--- src/rtl/dcache_miss_controller.sv ---
// Data-cache miss sequencer: optional dirty-victim writeback, block fill from
// main memory, then a one-cycle newblockloaded pulse; keeps saturating stats.
module dcache_miss_controller #(
  parameter int CNT_W = 16
) (
  input  logic             clk,
  input  logic             reset,
  input  logic             getnewblock,
  input  logic             wb_needed,
  input  logic [15:0]      pc,
  input  logic [255:0]     changedblock,
  input  logic [5:0]       dirtytag,
  output logic             mem_req,
  output logic             mem_we,
  output logic [11:0]      mem_addr,
  output logic [255:0]     mem_wdata,
  input  logic [255:0]     mem_rdata,
  input  logic             mem_ready,
  output logic [255:0]     newblock,
  output logic             newblockloaded,
  output logic             busy,
  output logic [CNT_W-1:0] miss_count,
  output logic [CNT_W-1:0] wb_count,
  output logic [1:0]       fsm_state
);

  // Memory handshake: mem_req/mem_we/mem_addr/mem_wdata are held stable until
  // the cycle in which mem_ready=1 is sampled; that edge completes the transfer.
  typedef enum logic [1:0] {
    IDLE = 2'd0,
    WB   = 2'd1,
    FILL = 2'd2,
    DONE = 2'd3
  } state_t;

  localparam logic [CNT_W-1:0] CNT_ONE = 1;
  localparam logic [CNT_W-1:0] CNT_MAX = '1;

  state_t       state;
  state_t       state_next;
  logic         accept;
  logic         wb_done;
  logic         fill_done;
  logic [11:0]  fill_addr;
  logic [11:0]  wb_addr;
  logic [255:0] wb_data;
  logic         unused_pc_word;

  // Word offset is irrelevant to block-granular memory traffic.
  assign unused_pc_word = ^pc[3:0];
  assign fsm_state      = state;

  always_comb begin
    state_next     = state;
    accept         = 1'b0;
    wb_done        = 1'b0;
    fill_done      = 1'b0;
    mem_req        = 1'b0;
    mem_we         = 1'b0;
    mem_addr       = 12'd0;
    mem_wdata      = 256'd0;
    newblockloaded = 1'b0;
    busy           = (state != IDLE);
    case (state)
      IDLE: begin
        if (getnewblock) begin
          accept     = 1'b1;
          state_next = wb_needed ? WB : FILL;
        end
      end
      WB: begin
        mem_req   = 1'b1;
        mem_we    = 1'b1;
        mem_addr  = wb_addr;
        mem_wdata = wb_data;
        if (mem_ready) begin
          wb_done    = 1'b1;
          state_next = FILL;
        end
      end
      FILL: begin
        mem_req  = 1'b1;
        mem_addr = fill_addr;
        if (mem_ready) begin
          fill_done  = 1'b1;
          state_next = DONE;
        end
      end
      DONE: begin
        newblockloaded = 1'b1;
        state_next     = IDLE;
      end
      default: state_next = IDLE;
    endcase
  end

  always_ff @(posedge clk) begin
    if (reset) begin
      state      <= IDLE;
      fill_addr  <= 12'd0;
      wb_addr    <= 12'd0;
      wb_data    <= 256'd0;
      newblock   <= 256'd0;
      miss_count <= '0;
      wb_count   <= '0;
    end else begin
      state <= state_next;
      // Miss context is captured once so the cache may change its outputs mid-miss.
      if (accept) begin
        fill_addr <= pc[15:4];
        wb_addr   <= {dirtytag, pc[9:4]};
        wb_data   <= changedblock;
        if (miss_count != CNT_MAX) miss_count <= miss_count + CNT_ONE;
      end
      if (wb_done && (wb_count != CNT_MAX)) wb_count <= wb_count + CNT_ONE;
      if (fill_done) newblock <= mem_rdata;
    end
  end

endmodule

--- config.mk ---
export PLATFORM = sky130hd
export DESIGN_NAME = dcache_miss_controller
export DESIGN_NICKNAME = d
export VERILOG_FILES = /design/src/rtl/dcache_miss_controller.sv
export SDC_FILE = /design/constraint.sdc
export NUM_CORES = 1
export LEC_CHECK = 0
export CORE_AREA = 10 10 418 420
export CTS_CLUSTER_DIAMETER = 200
export DETAILED_ROUTE_END_ITERATION = 10
export DIE_AREA = 0 0 428 430
export PLACE_DENSITY_LB_ADDON = 0.08
export SLEW_MARGIN = 20
export SYNTH_ARGS = -nofsm -noshare
export SYNTH_HDL_FRONTEND = slang
export SYNTH_SLANG_ARGS = --single-unit
--- constraint.sdc ---
create_clock -name clk -period 2.6 [get_ports clk]
set_input_delay 0.39 -clock clk [delete_from_list [all_inputs] [get_ports clk]]
set_output_delay 0.39 -clock clk [all_outputs]
set_load 0.02 [all_outputs]
==> qor.csv <==
metric,value,unit
dr.pass1.iters,5,
grt_antenna_before_repair,43,
pre_cts_ws,-0.0180,ns
grt_pass1_wl,184000,um
crit_fanout,10,
hold_depth,2,
netlist-cell-type-count,40,
critPathCaptureType,primary output,
power_density,881,nW/um^2
gp_congestion,0.766,
numCtsBuffers,83,
drt_iter0_drc,835,
ios,1101,
wl_per_cell,21.8,um
crit_buf_inv,6,
hold_ws,0.135,ns
grt_pass1_vias,22700,
synth-main-ff-cell,dfxtp_1,
rows,150,
cts_tree,done,
p_comb_share,35.0,%
r2r_cells,7,
die_w,428,um
grt_setup_unrepaired,yes,
initial_core_util,13.0,%
worstPathArrival,2.15,ns
via_per_inst,3.67,
slew_headroom,46.7,%
slowest_stage,dfxtp_2,
seqPwrFrac,31.2,%
num_vias,22700,
crit_type,reg -> out,
cp_slowest_stage_delay,0.32,ns
synthCells,2821,
grt_usage,13.8,%
synth_nets,3367,
leakage,14.2,nW
portBuffers,1096,
cts.sink_count,564,
avgSynthCellArea,7.66,sq um
syn_area,21600,sq um
status,"finished, final reports clean",
critPathLaunchType,register,
power_switching,0.0121,W
nets,4456,
fillers,18700,
switching_share,35.5,%
overflow,0,
period_needed,2.54,ns
layout_common_cells,"1,069 x nand2_1, 823 x clkdlybuf4s50_1, 562 x dfxtp_1",
worstSetupPathDepth,8,
mostFrequentLayoutCell,nand2_1,
layout-drive-gt1-share,14.3,%
finalSetupViolations,0,
final_hold_viol_count,0,
async_reset_ff_share,0,%
fmax,393,MHz
dp_hpwl,103000,um
setup_ws,0.0580,ns
p_int,0.0220,W
ys_ff_latch,564,
drtAntennaViolNets,0,
core_area,166000,sq um
synth-seq-area-share,52.2,%
die_y,430,um
cap_violations,0,
cp_top_family,buffers and inverters,
synth-edff-count,0,
cts_root_buf,clkbuf_16,
yosys_warnings,0,
slew_violations,0,
hp-class,in -> reg,
syn_to_final_growth,79.2,%
required,2.21,ns
htree_levels,3,
worst_pin_slew,0.792,ns
fin_crit_sh,97.8,%
clk_latency,0.69,ns
path_cells,inv_2 > ha_4 > buf_12 > buf_16 > buf_16 > buf_12 > and2_4 > buf_6,
clkTransAtPathRegs,0.05,ns
ctsHoldBuffers,0,
grt_max_degree,93,
pwr-share-clk,33.8,%
finClkSkew,0.0312,ns
drc,0,
ir_drop,0.493,mV
clockBufferDepth,3,
die-area,184000,sq um
wl,135000,um
[cell type report]
type / instances / area, sq um / share of cell area, %
multi-input combinational: 2035 / 9620 / 24.8
inverter: 9 / 33.8 / 0.0872
clock buffer: 123 / 2470 / 6.38
antenna: 19 / 47.5 / 0.123
clock inverter: 20 / 256 / 0.662
sequential: 564 / 11300 / 29.2
timing repair buffer: 1217 / 12200 / 31.6
tap: 2204 / 2760 / 7.12
[timing repair]
action	in CTS	in global routing
resized for setup	1007	143
buffers inserted	12	0
cloned	5	4
setup endpoints to repair	267	129
pin swaps	9	9
[power by group through the flow]
stage	clock network (W)	logic, W	registers (W)
after CTS	0.0121	0.0122	0.0107
after global routing	0.0123	0.0130	0.0108
final	0.0115	0.0119	0.0106
after floorplan	0	0.00461	0.0112
after global placement	0	0.0116	0.0108
after detailed placement	0	0.0116	0.0108
[worst register-to-register path: stages, from the launching register on]
cell	delay (ns)
dfxtp_2	0.33
inv_1	0.16
ha_2	0.26
buf_4	0.15
and2_4	0.42
buf_4	0.40
nand2_1	0.18
a21oi_1	0.16
[flip-flops by register name, indices dropped and copies added, names as in the netlist]
register,cells
fsm_state,2
wb_addr,6
newblock,256
wb_data,256
miss_count,16
wb_count,16
fill_addr,12
[synth_stat cells (3+ instances only)]
library cell  number  share of area, %
a211oi_1           6              0.21
a21oi_1          555                13
a22oi_1            6              0.21
and2_1           267               7.7
and3_1             3             0.087
and4_1             4              0.16
buf_1             26              0.45
clkbuf_1         186               3.2
dfxtp_1          564                52
ha_1               7              0.41
inv_1              9              0.16
mux2_2             5              0.26
mux2i_1            3              0.14
nand2_1         1071                19
nand2b_1           5              0.14
nand3_1           12              0.28
nand4_1            8              0.23
nor2_1            11              0.19
nor2b_1           13              0.38
nor3_1             9              0.21
nor4_1             3             0.087
o21ai_0            5              0.12
o31ai_1           11              0.38
or3_1              7              0.20
or4_1             10              0.35
[per-stage QoR]
step	power [W]	instance area [sq um]	TNS [ns]	std cells	utilization, %
finish	0.0341	38700	0	6191	23.3
floorplan	0.0159	21600	0	2821	-
global placement	0.0224	36000	-0.00348	6008	21.7
CTS	0.0349	38600	-0.591	6168	23.2
detailed placement	0.0224	36000	-0.0275	6008	21.7
global route	0.0362	38700	-0.779	6187	23.3
[routing by layer]
layer | wire length (um) | global-route usage [%] | vias to the layer above
li1 | - | - | 11300
met1 | 48700 | 13.8 | 10500
met2 | 68800 | 24.7 | 647
met3 | 11500 | 6.19 | 225
met4 | 5420 | 5.75 | 52
met5 | 328 | 0 | -
[logic make-up after synthesis]
family                   after synthesis  share of synthesized area [%]
multiplexers                           8                          0.400
buffers and inverters                222                           3.86
XOR/XNOR                               1                         0.0405
AO/OA/AOI/OAI                        592                           14.2
adder cells (fa/ha/maj)                7                          0.405
flip-flops                           564                           52.2
AND/OR/NAND/NOR                     1427                           28.9
[worst paths after layout]
path / slack, ns / end / startpoint
setup / recovery: 0.06 / mem_wdata[5] / fsm_state[1]
hold / removal: 0.13 / wb_data[10] / reset
setup reg to reg: 0.51 / newblock[93] / fsm_state[0]
hold reg to reg: 0.45 / wb_data[156] / wb_data[156]
Note: power is estimated with default switching activity, not from simulation.
